[config.mk]
export PLATFORM = sky130hd
export DESIGN_NAME = sprite_compositor
export DESIGN_NICKNAME = d
export VERILOG_FILES = /design/src/rtl/sprite_pkg.sv /design/src/rtl/sprite_compositor_palette_rf.sv /design/src/rtl/sprite_compositor.sv
export SDC_FILE = /design/constraint.sdc
export NUM_CORES = 1
export LEC_CHECK = 0
export ABC_AREA = 1
export CELL_PAD_IN_SITES_DETAIL_PLACEMENT = 1
export CELL_PAD_IN_SITES_GLOBAL_PLACEMENT = 2
export CORE_MARGIN = 2
export CORE_UTILIZATION = 34
export CTS_CLUSTER_SIZE = 12
export DETAILED_ROUTE_END_ITERATION = 10
export PLACE_DENSITY_LB_ADDON = 0.3
export RECOVER_POWER = 25
export REMOVE_ABC_BUFFERS = 1
export SYNTH_ARGS = -nofsm -noshare
export SYNTH_HDL_FRONTEND = slang
export SYNTH_SLANG_ARGS = --single-unit
[constraint.sdc]
create_clock -name clk -period 1.2 [get_ports clk]
set_input_delay 0.3 -clock clk [delete_from_list [all_inputs] [get_ports clk]]
set_output_delay 0.3 -clock clk [all_outputs]
set_load 0.01 [all_outputs]
[src/rtl/sprite_pkg.sv]
// Shared types and defaults for the sprite compositor.
// Holds default parameters, the RGB struct and a lowest-set-bit encoder.
package sprite_pkg;

    localparam int N_CH_DEF   = 4;
    localparam int IDX_W_DEF  = 4;
    localparam int TRANSP_DEF = 0;
    localparam int RGB_W_DEF  = 8;

    // Encoder is sized for the largest supported channel count.
    localparam int MAX_CH   = 8;
    localparam int CH_SEL_W = $clog2(MAX_CH);

    typedef struct packed {
        logic [RGB_W_DEF-1:0] r;
        logic [RGB_W_DEF-1:0] g;
        logic [RGB_W_DEF-1:0] b;
    } rgb_t;

    typedef struct packed {
        logic                none;
        logic [CH_SEL_W-1:0] sel;
    } penc_t;

    // Lowest set bit wins; none is set when v is all zero.
    function automatic penc_t prio_enc(input logic [MAX_CH-1:0] v);
        penc_t r;
        r.none = 1'b1;
        r.sel  = '0;
        for (int i = MAX_CH - 1; i >= 0; i--) begin
            if (v[i]) begin
                r.none = 1'b0;
                r.sel  = CH_SEL_W'(i);
            end
        end
        return r;
    endfunction

endpackage

[src/rtl/sprite_compositor_palette_rf.sv]
// Palette register file: one synchronous write port, one registered read.
// Ports: we/waddr/wdata write; raddr in, rdata out one cycle later (old data on collision).
module palette_rf #(
    parameter int IDX_W = 4,
    parameter int DW    = 24
) (
    input  logic             clk,
    input  logic             reset_n,
    input  logic             we,
    input  logic [IDX_W-1:0] waddr,
    input  logic [DW-1:0]    wdata,
    input  logic [IDX_W-1:0] raddr,
    output logic [DW-1:0]    rdata
);

    localparam int DEPTH = 1 << IDX_W;

    logic [DW-1:0] mem_q [DEPTH];
    logic [DW-1:0] mem_d [DEPTH];
    logic [DW-1:0] rdata_q;
    logic [DW-1:0] rdata_d;

    // Read samples the current array, so a same-cycle write is not seen.
    always_comb begin
        mem_d = mem_q;
        if (we) begin
            mem_d[waddr] = wdata;
        end
        rdata_d = mem_q[raddr];
    end

    always_ff @(posedge clk or negedge reset_n) begin
        if (!reset_n) begin
            for (int i = 0; i < DEPTH; i++) begin
                mem_q[i] <= '0;
            end
            rdata_q <= '0;
        end else begin
            mem_q   <= mem_d;
            rdata_q <= rdata_d;
        end
    end

    assign rdata = rdata_q;

endmodule

[src/rtl/sprite_compositor.sv]
// Three-stage sprite compositor: mask, resolve priority, palette lookup.
// Ports: pixel/channel inputs, palette write port, RGB out, per-frame collision flags.
module sprite_compositor
    import sprite_pkg::*;
#(
    parameter int N_CH   = N_CH_DEF,
    parameter int IDX_W  = IDX_W_DEF,
    parameter int TRANSP = TRANSP_DEF,
    parameter int RGB_W  = RGB_W_DEF
) (
    input  logic                  clk,
    input  logic                  reset_n,
    input  logic                  pix_valid,
    input  logic                  active,
    input  logic                  frame_start,
    input  logic [N_CH-1:0]       ch_en,
    input  logic [N_CH-1:0]       ch_draw,
    input  logic [N_CH*IDX_W-1:0] ch_idx,
    input  logic [IDX_W-1:0]      bg_idx,
    input  logic                  pal_we,
    input  logic [IDX_W-1:0]      pal_waddr,
    input  logic [3*RGB_W-1:0]    pal_wdata,
    output logic [RGB_W-1:0]      red,
    output logic [RGB_W-1:0]      green,
    output logic [RGB_W-1:0]      blue,
    output logic                  rgb_valid,
    output logic [N_CH-1:0]       coll_flags,
    output logic                  coll_strobe
);

    localparam logic [IDX_W-1:0] TR = IDX_W'(TRANSP);
    localparam int DW = 3 * RGB_W;

    // stage 1
    logic                  s1_valid_q,  s1_valid_d;
    logic                  s1_active_q, s1_active_d;
    logic [N_CH-1:0]       s1_opaque_q, s1_opaque_d;
    logic [N_CH*IDX_W-1:0] s1_idx_q,    s1_idx_d;
    logic [IDX_W-1:0]      s1_bg_q,     s1_bg_d;

    // stage 2
    logic                  s2_valid_q,  s2_valid_d;
    logic                  s2_show_q,   s2_show_d;
    logic                  s2_black;
    logic [IDX_W-1:0]      s2_win_q,    s2_win_d;

    // stage 3
    logic                  s3_valid_q,  s3_valid_d;
    logic                  s3_show_q,   s3_show_d;
    logic [DW-1:0]         pal_rdata;

    // collision
    logic [N_CH-1:0]       coll_live_q,   coll_live_d;
    logic [N_CH-1:0]       coll_flags_q,  coll_flags_d;
    logic                  coll_strobe_q, coll_strobe_d;

    logic [MAX_CH-1:0]     opq_ext;
    penc_t                 pe;
    logic [IDX_W-1:0]      ch_win;
    logic                  multi;
    logic [N_CH-1:0]       hit;

    always_comb begin
        s1_valid_d  = pix_valid;
        s1_active_d = active;
        s1_idx_d    = ch_idx;
        s1_bg_d     = bg_idx;
        for (int i = 0; i < N_CH; i++) begin
            s1_opaque_d[i] = ch_en[i] & ch_draw[i]
                           & (ch_idx[i*IDX_W +: IDX_W] != TR);
        end
    end

    always_comb begin
        opq_ext = '0;
        opq_ext[N_CH-1:0] = s1_opaque_q;
        pe = prio_enc(opq_ext);

        ch_win = TR;
        for (int i = 0; i < N_CH; i++) begin
            if (CH_SEL_W'(i) == pe.sel) begin
                ch_win = s1_idx_q[i*IDX_W +: IDX_W];
            end
        end

        // Sprite beats background; an empty pixel is black, not palette[TR].
        s2_black = 1'b0;
        if (!pe.none) begin
            s2_win_d = ch_win;
        end else if (s1_bg_q != TR) begin
            s2_win_d = s1_bg_q;
        end else begin
            s2_win_d = TR;
            s2_black = 1'b1;
        end

        s2_valid_d = s1_valid_q;
        s2_show_d  = s1_valid_q & s1_active_q & ~s2_black;

        // x & (x-1) is nonzero iff at least two bits are set.
        multi = |(s1_opaque_q & (s1_opaque_q - N_CH'(1)));
        hit   = (s1_valid_q & s1_active_q & multi) ? s1_opaque_q : '0;

        // The stage-2 pixel on a frame_start cycle opens the new frame.
        coll_live_d   = frame_start ? hit : (coll_live_q | hit);
        coll_flags_d  = frame_start ? coll_live_q : coll_flags_q;
        coll_strobe_d = frame_start;

        s3_valid_d = s2_valid_q;
        s3_show_d  = s2_show_q;
    end

    always_ff @(posedge clk or negedge reset_n) begin
        if (!reset_n) begin
            s1_valid_q    <= 1'b0;
            s1_active_q   <= 1'b0;
            s1_opaque_q   <= '0;
            s1_idx_q      <= '0;
            s1_bg_q       <= '0;
            s2_valid_q    <= 1'b0;
            s2_show_q     <= 1'b0;
            s2_win_q      <= '0;
            s3_valid_q    <= 1'b0;
            s3_show_q     <= 1'b0;
            coll_live_q   <= '0;
            coll_flags_q  <= '0;
            coll_strobe_q <= 1'b0;
        end else begin
            s1_valid_q    <= s1_valid_d;
            s1_active_q   <= s1_active_d;
            s1_opaque_q   <= s1_opaque_d;
            s1_idx_q      <= s1_idx_d;
            s1_bg_q       <= s1_bg_d;
            s2_valid_q    <= s2_valid_d;
            s2_show_q     <= s2_show_d;
            s2_win_q      <= s2_win_d;
            s3_valid_q    <= s3_valid_d;
            s3_show_q     <= s3_show_d;
            coll_live_q   <= coll_live_d;
            coll_flags_q  <= coll_flags_d;
            coll_strobe_q <= coll_strobe_d;
        end
    end

    palette_rf #(
        .IDX_W (IDX_W),
        .DW    (DW)
    ) u_pal (
        .clk     (clk),
        .reset_n (reset_n),
        .we      (pal_we),
        .waddr   (pal_waddr),
        .wdata   (pal_wdata),
        .raddr   (s2_win_q),
        .rdata   (pal_rdata)
    );

    assign {red, green, blue} = s3_show_q ? pal_rdata : '0;
    assign rgb_valid   = s3_valid_q;
    assign coll_flags  = coll_flags_q;
    assign coll_strobe = coll_strobe_q;

endmodule
==> results of run 1 <==
## metrics by stage
step	setup TNS, ps	setup slack (ps)	power [mW]
4_1_cts	-28670	-790	49.2
6_report	-52040	-762	49.4
3_5_place_dp	-262010	-740	29.6
5_1_grt	-71900	-807	52.0
2_1_floorplan	-308360	-5320	24.9
3_3_place_gp	-246600	-676	29.2
## timing repair
item	CTS	global route
resized for setup	424	129
pin swaps	178	123
cloned	29	8
hold endpoints to repair	451	0
buffers inserted	33	11
endpoints found under the setup margin	318	215
hold buffers	1	0
## routing by layer
layer	up-vias	track usage [%]	wire [µm]
met1	9040	33.5	33100
met5	-	0	0
met3	120	4.62	3870
li1	8115	-	-
met2	413	39.3	34000
met4	0	6.33	1900
## critical path: cells and delay by family, from the launching register on
| kind | cells | cell delay, ps |
|---|---|---|
| buf+inv | 5 | 590 |
| flops | 1 | 410 |
| simple gates | 1 | 60 |
## cells in the mapped netlist
| cell type | count | share of area [%] |
|---|---|---|
| inv_2 | 2 | 0.038 |
| buf_1 | 12 | 0.23 |
| nand3_1 | 159 | 4.0 |
| o21ai_1 | 27 | 0.68 |
| nor4_1 | 5 | 0.16 |
| o211ai_1 | 96 | 3.6 |
| a21oi_1 | 102 | 2.6 |
| nand2_1 | 569 | 11 |
| or2_2 | 1 | 0.031 |
| nand4_1 | 1 | 0.031 |
| nor2_2 | 3 | 0.094 |
| nor3_2 | 3 | 0.15 |
| inv_1 | 255 | 4.8 |
| buf_6 | 9 | 0.51 |
| buf_4 | 12 | 0.45 |
| nor2_1 | 24 | 0.45 |
| nand2_2 | 1 | 0.031 |
| clkbuf_1 | 90 | 1.7 |
| a31oi_1 | 1 | 0.031 |
| o21ai_0 | 460 | 12 |
| dfrtp_1 | 451 | 57 |
| buf_2 | 62 | 1.6 |
## worst paths after layout
| path | from | end | slack (ps) |
|---|---|---|---|
| worst max register to register | s2_win_q[0] | u_pal.rdata[12] | -480 |
| min in group asynchronous | reset_n | u_pal.rdata[2] | 670 |
| worst max-delay path | s3_show_q | blue[1] | -760 |
| worst min-delay path | ch_draw[2] | s1_opaque_q[2] | 240 |
| max in group asynchronous | reset_n | u_pal.mem_q[78] | -200 |
| worst min register to register | s2_valid_q | rgb_valid | 360 |
## power by group through the flow
stage	clock network [mW]	registers [mW]	logic, mW
floorplan	0	20.1	4.78
global placement	0	19.9	9.23
detailed placement	0	20.1	9.55
CTS	17.5	20.0	11.7
global route	18.2	20.4	13.5
finish	17.2	20.1	12.1
## cell type report
type	count	area, µm²	area share (%)
Inverter	257	970	3.53
Clock inverter	14	295	1.08
Multi-Input combinational cell	1452	7690	28.0
Tap cell	765	957	3.49
Timing Repair Buffer	356	4700	17.1
Sequential cell	451	11300	41.2
Clock buffer	80	1540	5.60
## registers in the layout (all words and copies together) (netlist names)
register,flops
s1_active_q,1
s1_valid_q,1
u_pal.mem_q,384
s2_show_q,1
s1_idx_q,16
u_pal.rdata,24
s1_bg_q,4
rgb_valid,1
coll_flags,4
s2_win_q,4
s2_valid_q,1
coll_strobe,1
coll_live_q,4
s3_show_q,1
s1_opaque_q,4
## cell families (layout without fill, tap and decap cells)
kind of cell | Yosys count | count (layout) | share of synthesized area (%)
AOI/OAI and AO/OA | 686 | 686 | 18.4
and+or+nand+nor | 766 | 766 | 15.7
DFF | 451 | 451 | 56.6
buffers and inverters | 442 | 707 | 9.28
==> metrics.md, run 1 <==
| Metric | Value |
|---|---|
| Outcome | `finished, violations left` |
| Failing checks | `negative setup slack` |
| Critical path's slowest cell | `dfrtp_2` |
| Fraction of layout cells with a size suffix above 1 | `22.1%` |
| DP HPWL | `41.6 mm` |
| Clk slew on worst S/H paths | `60 ps` |
| Die width | `246 µm` |
| Syn avg cell area | `~8.5 µm²` |
| Minimum clock period | `1960 ps` |
| Vias in the first global route | `~19000` |
| Drt wl/cell | `21.6 µm` |
| Fmax | `around 510 MHz` |
| Crit. End Element | `primary output` |
| ANT cells | `0` |
| Slew Viols, Final | `0` |
| CTS max path bufs | `3` |
| Final setup violation count | `338` |
| Setup ws final | `-762 ps` |
| Pint | `34.3 mW` |
| Slowest cell delay on critical path | `410 ps` |
| Starting Density | `34.5%` |
| Vias/cell | `5.24` |
| Port bufs | `a little over 90` |
| Drt pass-1 iters | `5` |
| Crit path kind | `register to primary output` |
| RSZ-0062 raised after global routing | `true` |
| Total CTS buffers | `52` |
| Die ar. | `0.0606 mm²` |
| Core ar. | `0.0578 mm²` |
| Comb pwr share | `24.6%` |
| Reg2reg path depth | `8` |
| Clock network power share | `a little over a third` |
| Largest net degree at the start of global routing | `70` |
| Ordered list of cells on the worst path | `buf_12 -> buf_16 -> buf_8 -> nand2_2 -> inv_2 -> buf_6` |
| DP Area | `0.0234 mm²` |
| Post-synthesis cell count | `2345` |
| Seq pwr share | `roughly two fifths` |
| Total length of routed wires | `72.8 mm` |
| Area of the mapped netlist | `0.0199 mm²` |
| Gr ovfl total | `0` |
| Die H | `approximately 250 µm` |
| Crit Path Max Fanout | `4` |
| Area Growth Syn to Fin | `37.7%` |
| Total of max-cap violations | `0` |
| Via count | `17688` |
| Final cell count without fillers | `3375` |
| Synth warnings | `0` |
| CTS tree | `done` |
| Sequential area share after synthesis | `56.6%` |
| Starting DRC count in detailed routing | `between 1000 and 1500` |
| Tightest Pin Transition | `~630 ps` |
| Final hold violations | `0` |
| WHS Path Cells | `3` |
| Worst-Skew Late Latency | `590 ps` |
| Yosys reg bits | `about 450` |
| # rows | `88` |
| Leading cell type in the layout, fill and taps excluded | `nand2_1` |
| WP data required | `900 ps` |
| Residual DRC | `0` |
| Clk sinks | `between 400 and 500` |
| Nets | `2632` |
| Most frequent cells in the layout | `nand2_1, dfrtp_1, o21ai_0, inv_1, nand3_1` |
| Sw frac | `30.5%` |
| Hold_ws | `236 ps` |
| Worst VDD drop | `1.05 mV` |
| Initial antenna violation count | `0` |
| Final clock skew | `8.62 ps` |
| Cells after DPL | `3212` |
| Global-route wire length before repair | `113 mm` |
| Antenna viol nets, final | `0` |
| RD Place Congestion | `0.833` |
| Final period utilization | `163%` |
| Core Util, Final | `a little under half` |
| Pwr dens | `between 1500 and 2000 mW/mm²` |
| I/O pins | `92` |
| Final instance area | `around 0.027 mm²` |
| Cell variety after synth | `22` |
| CP arrival | `1660 ps` |
| Worst hold-check path type | `input port to register` |
| Worst setup SP type | `register` |
| Total GRT Usage | `24.4%` |
| Pleak | `12.8 nW` |
| Root buffer cell | `clkbuf_16` |
| Fill cell count | `6500` |
| Switching power | `15.1 mW` |
| # H-tree levels | `2` |
| Rel. slew slack | `roughly three fifths` |
Power figures use the tool's default switching activity.
==> inputs of run 2 (changes only) <==
--- a/config.mk
+++ b/config.mk
@@ -12,9 +12,11 @@
 export CORE_UTILIZATION = 34
 export CTS_CLUSTER_SIZE = 12
 export DETAILED_ROUTE_END_ITERATION = 10
+export MAX_ROUTING_LAYER = met4
 export PLACE_DENSITY_LB_ADDON = 0.3
 export RECOVER_POWER = 25
 export REMOVE_ABC_BUFFERS = 1
+export SLEW_MARGIN = 20
 export SYNTH_ARGS = -nofsm -noshare
 export SYNTH_HDL_FRONTEND = slang
 export SYNTH_SLANG_ARGS = --single-unit
==> metrics.md, run 2 (same netlist as run 1, synthesis figures left out) <==
| Metric | Value |
|---|---|
| Fmax | `509 MHz (-0.20%)` |
| Worst Setup SP | `s3_show_q` |
| Port bufs | `91 (unchanged)` |
| Worst-Skew Late Latency | `600 ps (about the same)` |
| Seq pwr share | `40.5% (about the same)` |
| Hold_sp | `ch_draw[2]` |
| Worst hold-check path type | `input port to register` |
| CTS max path bufs | `3 (unchanged)` |
| Gr ovfl total | `0 (unchanged)` |
| Initial antenna violation count | `2 (+2)` |
| Slew Viols, Final | `0 (unchanged)` |
| I/O pins | `92 (unchanged)` |
| CP arrival | `1670 ps (about the same)` |
| RSZ-0062 raised after global routing | `true` |
| Switching power | `15.2 mW (+0.66%)` |
| Crit. End Element | `primary output` |
| Nets | `2639 (+0.27%)` |
| Residual DRC | `0 (unchanged)` |
| Starting DRC count in detailed routing | `1356 (+16%)` |
| Fraction of layout cells with a size suffix above 1 | `22.4% (+0.28 points)` |
| Fill cell count | `6494 (-0.092%)` |
| Minimum clock period | `1970 ps (+3.96 ps)` |
| Clk sinks | `451 (unchanged)` |
| Total GRT Usage | `25.1% (+0.74 points)` |
| Hold_ws | `234 ps (-1.91 ps)` |
| Die ar. | `0.0606 mm² (unchanged)` |
| Root buffer cell | `clkbuf_16` |
| Drt wl/cell | `22.3 µm (+3.3%)` |
| Failing checks | `negative setup slack` |
| Area Growth Syn to Fin | `39.0%` |
| Final clock skew | `8.00 ps (-0.623 ps)` |
| Antenna viol nets, final | `0 (unchanged)` |
| Most frequent cells in the layout | `nand2_1, dfrtp_1, o21ai_0, inv_1, nand3_1` |
| Via count | `17820 (+0.75%)` |
| Vias in the first global route | `18779 (-0.12%)` |
| DP HPWL | `41.6 mm (unchanged)` |
| Tightest Pin Transition | `609 ps (-15.7 ps)` |
| DP Area | `0.0234 mm² (unchanged)` |
| Pwr dens | `1790 mW/mm² (-0.69%)` |
| Drt pass-1 iters | `5 (unchanged)` |
| Final instance area | `0.0277 mm² (+0.96%)` |
| Pleak | `12.9 nW (+0.95%)` |
| Total CTS buffers | `52 (unchanged)` |
| CTS tree | `done` |
| Die width | `246 µm (unchanged)` |
| Comb pwr share | `24.7% (about the same)` |
| # H-tree levels | `2 (unchanged)` |
| Final period utilization | `164% (+0.33 points)` |
| Post-place setup slack | `-740 ps (unchanged)` |
| ANT cells | `0 (unchanged)` |
| Cells after DPL | `3212 (unchanged)` |
| Top reg by flops | `u_pal.mem_q` |
| RD Place Congestion | `0.847 (+1.6%)` |
| WP data required | `900 ps (about the same)` |
| Sw frac | `30.6% (+0.12 points)` |
| Worst VDD drop | `1.05 mV (+0.10%)` |
| Max reg flops | `384 (unchanged)` |
| Buffers & Inverters on Critical Path | `5 (unchanged)` |
| Slowest cell delay on critical path | `410 ps (about the same)` |
| Global-route wire length before repair | `113 mm (about the same)` |
| Core Util, Final | `47.9% (+0.45 points)` |
| Core ar. | `0.0578 mm² (unchanged)` |
| Vias/cell | `5.27 (+0.54%)` |
| Leading cell type in the layout, fill and taps excluded | `nand2_1` |
| Critical path's slowest cell | `dfrtp_2` |
| Total length of routed wires | `75.4 mm (+3.5%)` |
| Family with the most delay on the worst path | `buffers and inverters` |
| Final hold violations | `0 (unchanged)` |
| Crit path kind | `register to primary output` |
| Ordered list of cells on the worst path | `buf_12 -> buf_16 -> buf_8 -> nand2_2 -> inv_2 -> buf_6` |
| R2R Path Start | `s2_win_q[0]` |
| Pint | `34.4 mW (about the same)` |
| Total of max-cap violations | `0 (unchanged)` |
| Final cell count without fillers | `3382 (+0.21%)` |
| Setup ws final | `-766 ps (-3.96 ps)` |
| Total power | `49.5 mW (+0.26%)` |
| Rel. slew slack | `59.4% (+1.0 points)` |
| Worst setup SP type | `register` |
| Final setup violation count | `342 (+1.2%)` |
| Clock network power share | `34.7% (about the same)` |
| Die H | `246 µm (unchanged)` |
| # rows | `88 (unchanged)` |
| Largest net degree at the start of global routing | `70 (unchanged)` |
| Outcome | `finished, violations left` |
| Crit Path Max Fanout | `4 (unchanged)` |
| Final setup TNS | `-51450 ps (+597 ps)` |
| Starting Density | `34.5% (unchanged)` |
| Clk slew on worst S/H paths | `60 ps (about the same)` |
## run 2: cell types whose count changed in the layout (fill, tap and decap cells not counted), moves of 3 or more
cell       delta
o21ai_0       -3
nand2_2       -3
nand2_8       +3
o21ai_1       +3
clkbuf_16     +8
buf_4         -3
## run 2: worst paths after layout
kind,end,slack [ps],cells past startpoint
setup / recovery,blue[1],-770,6
hold / removal,s1_opaque_q[2],230,3
setup reg to reg,u_pal.rdata[12],-480,8
hold reg to reg,s3_show_q,360,0
max in group asynchronous,u_pal.mem_q[342],-190,4
min in group asynchronous,u_pal.mem_q[50],670,3
## run 2: timing repair
| item | 4_1_cts | 5_1_grt |
|---|---|---|
| endpoints found under the setup margin | 318 | 215 |
| gates resized for setup | 424 | 150 |
| gates cloned | 29 | 16 |
| buffers inserted | 33 | 10 |
| hold buffers | 1 | 0 |
| endpoints found under the hold margin | 451 | 0 |
| pin swaps | 178 | 123 |
## run 2: metal layers
layer	up-vias	part of all wire, %	wire (µm)	track usage (%)
met5	-	0	0	-
met4	0	2.4	1830	6.33
met3	112	5.2	3890	4.58
met2	426	47	35500	39.3
met1	9142	45	34200	33.6
li1	8140	-	-	-
## run 2: final cells by class
class                   count  area, µm²  share of cell area, %
flip-flops and latches    451      11300                   40.8
well taps                 765        957                   3.45
inverters                 257        982                   3.54
repair buffers            363       4890                   17.7
clock buffers              80       1540                   5.55
clock inverters            14        295                   1.07
multi-input cells        1452       7750                   28.0
## run 2: power by group through the flow
stage	sequential [mW]	clock, mW	combinational (mW)
floorplan	20.1	0	4.78
global placement	19.9	0	9.23
detailed placement	20.1	0	9.55
CTS	20.0	17.5	11.7
global route	20.4	18.2	13.5
finish	20.1	17.2	12.2
## run 2: worst register-to-register path: stages, from the launching register on
cell      delay (ps)
dfrtp_4          510
buf_12           180
buf_16           170
buf_12           140
buf_12           140
o211ai_1         160
nand3_1          110
nand3_2          110
nand2_2           60
==> inputs of run 3 (changes only) <==
--- a/config.mk
+++ b/config.mk
@@ -6,10 +6,10 @@
 export NUM_CORES = 1
 export LEC_CHECK = 0
 export ABC_AREA = 1
-export CELL_PAD_IN_SITES_DETAIL_PLACEMENT = 1
-export CELL_PAD_IN_SITES_GLOBAL_PLACEMENT = 2
+export CELL_PAD_IN_SITES_DETAIL_PLACEMENT = 0
+export CELL_PAD_IN_SITES_GLOBAL_PLACEMENT = 1
 export CORE_MARGIN = 2
-export CORE_UTILIZATION = 34
+export CORE_UTILIZATION = 42
 export CTS_CLUSTER_SIZE = 12
 export DETAILED_ROUTE_END_ITERATION = 10
 export MAX_ROUTING_LAYER = met4
==> metrics.md, run 3 (same netlist as run 1, synthesis figures left out) <==
| Metric | Value |
|---|---|
| DP HPWL | `34.3 mm (-18%)` |
| Drt pass-1 iters | `6 (+1)` |
| Final instance area | `0.0270 mm² (-2.5%)` |
| Slew Viols, Final | `0 (unchanged)` |
| Die H | `222 µm (-9.9%)` |
| # H-tree levels | `2 (unchanged)` |
| Drt wl/cell | `21.1 µm (-5.4%)` |
| Failing checks | `negative setup slack` |
| CP arrival | `1540 ps (-130 ps)` |
| Starting Density | `42.7% (+8.2 points)` |
| Final hold violations | `0 (unchanged)` |
| Worst setup SP type | `register` |
| Nets | `2632 (-0.27%)` |
| Fraction of layout cells with a size suffix above 1 | `21.1% (-1.3 points)` |
| Max reg flops | `384 (unchanged)` |
| Post-place setup slack | `-694 ps (+46.3 ps)` |
| Via count | `17722 (-0.55%)` |
| Area Growth Syn to Fin | `35.6%` |
| Buffers & Inverters on Critical Path | `4 (-1)` |
| Global-route wire length before repair | `102 mm (-9.5%)` |
| Slowest cell delay on critical path | `440 ps (+30 ps)` |
| Most frequent cells in the layout | `nand2_1, dfrtp_1, o21ai_0, inv_1, nand3_1` |
| Minimum clock period | `1840 ps (-127 ps)` |
| Worst-Skew Late Latency | `590 ps (about the same)` |
| Gr ovfl total | `0 (unchanged)` |
| Tightest Pin Transition | `708 ps (+98.8 ps)` |
| Pleak | `12.7 nW (-1.3%)` |
| Antenna viol nets, final | `0 (unchanged)` |
| Final period utilization | `153% (-11 points)` |
| Pwr dens | `1740 mW/mm² (-2.7%)` |
| Final setup violation count | `289 (-15%)` |
| Vias in the first global route | `17377 (-7.5%)` |
| Crit. End Element | `primary output` |
| CTS tree | `done` |
| Root buffer cell | `clkbuf_16` |
| Clk slew on worst S/H paths | `60 ps (about the same)` |
| Final cell count without fillers | `3213 (-5.0%)` |
| Top reg by flops | `u_pal.mem_q` |
| Residual DRC | `0 (unchanged)` |
| Cells after DPL | `3039 (-5.4%)` |
| Ordered list of cells on the worst path | `buf_12 -> buf_8 -> nand2_4 -> inv_2 -> buf_6` |
| Port bufs | `91 (unchanged)` |
| CTS max path bufs | `3 (unchanged)` |
| Worst hold-check path type | `input port to register` |
| Initial antenna violation count | `1 (-1)` |
| RD Place Congestion | `0.834 (-1.5%)` |
| Total power | `47.0 mW (-5.1%)` |
| DP Area | `0.0229 mm² (-1.9%)` |
| ANT cells | `0 (unchanged)` |
| Starting DRC count in detailed routing | `1753 (+29%)` |
| Outcome | `finished, violations left` |
| Setup ws final | `-639 ps (+127 ps)` |
| Die width | `222 µm (-9.9%)` |
| Crit path kind | `register to primary output` |
| Clk sinks | `451 (unchanged)` |
| Critical path's slowest cell | `dfrtp_2` |
| RSZ-0062 raised after global routing | `true` |
| Total CTS buffers | `49 (-5.8%)` |
| Family with the most delay on the worst path | `buffers and inverters` |
| Crit Path Max Fanout | `5 (+1)` |
| Total of max-cap violations | `0 (unchanged)` |
| Fill cell count | `4063 (-37%)` |
| Hold_ws | `234 ps (+0.490 ps)` |
| Largest net degree at the start of global routing | `82 (+17%)` |
| Worst VDD drop | `1.15 mV (+9.4%)` |
| Die ar. | `0.0492 mm² (-19%)` |
| Total GRT Usage | `27.7% (+2.7 points)` |
| Final clock skew | `13.3 ps (+5.32 ps)` |
| # rows | `79 (-10%)` |
| Vias/cell | `5.52 (+4.7%)` |
| I/O pins | `92 (unchanged)` |
| Total length of routed wires | `67.7 mm (-10%)` |
| WP data required | `900 ps (about the same)` |
| Rel. slew slack | `52.8% (-6.6 points)` |
| Core ar. | `0.0467 mm² (-19%)` |
| Fmax | `544 MHz (+6.9%)` |
| Leading cell type in the layout, fill and taps excluded | `nand2_1` |
run 3: changes by cell type in the layout (fill, tap and decap cells not counted), sizes merged:
cell	before	now
inv	256	258
clkinv	6	7
buf	278	269
bufinv	9	2
dlygate4sd2	2	4
bufbuf	4	5
dlymetal6s2s	1	0
run 3: layout make-up:
type                            instances  area [µm²]  area share (%)
Clock inverter                         10         104           0.384
Clock buffer                           77        1480            5.49
Sequential cell                       451       11300            41.8
Multi-Input combinational cell       1452        7540            27.9
Inverter                              257         970            3.59
Tap cell                              607         759            2.81
Timing Repair Buffer                  359        4880            18.0
run 3: final timing paths:
check | slack, ps | depth (start not counted) | end | from
max in group asynchronous | -50 | 4 | u_pal.mem_q[340] | reset_n
hold / removal | 230 | 3 | s1_opaque_q[2] | ch_draw[2]
setup / recovery | -640 | 5 | blue[0] | s3_show_q
hold reg to reg | 350 | 0 | s3_show_q | s2_show_q
setup reg to reg | -420 | 7 | u_pal.rdata[19] | s2_win_q[0]
min in group asynchronous | 300 | 2 | u_pal.rdata[19] | reset_n
run 3: per-stage QoR:
stage | setup TNS, ps | utilization (%)
finish | -29210 | 57.9
global placement | -247870 | 49.1
CTS | -25250 | 56.4
global route | -66330 | 57.9
detailed placement | -251000 | 49.1
floorplan | -308360 | -
run 3: timing repair:
item                       4_1_cts  5_1_grt
hold buffers                     1        0
gates resized for setup        378      137
setup endpoints to repair      311      107
pin swaps                      110      119
cloned                          36       19
hold endpoints to repair       161        0
setup buffers                   36        6
run 3: worst reg2reg max path: cells and delay by family (launching register included):
kind / cells / cell delay (ps)
flip-flops: 1 / 570
buffers and inverters: 3 / 500
AO/OA/AOI/OAI: 1 / 170
AND/OR/NAND/NOR: 3 / 290
run 3: power by group:
group / internal (mW) / switching [mW] / leakage, nW
combinational: 5.42 / 6.52 / 6.34
sequential: 18.4 / 1.61 / 5.61
clock: 8.87 / 6.25 / 0.785
total: 32.6 / 14.4 / 12.7
run 3: per-layer routing:
layer | vias up | part of all wire, % | GRT usage [%]
met5 | - | 0 | -
met3 | 164 | 7.6 | 3.64
met4 | 0 | 3.7 | 10.7
met2 | 722 | 46 | 43.3
li1 | 8137 | - | -
met1 | 8699 | 43 | 37.0
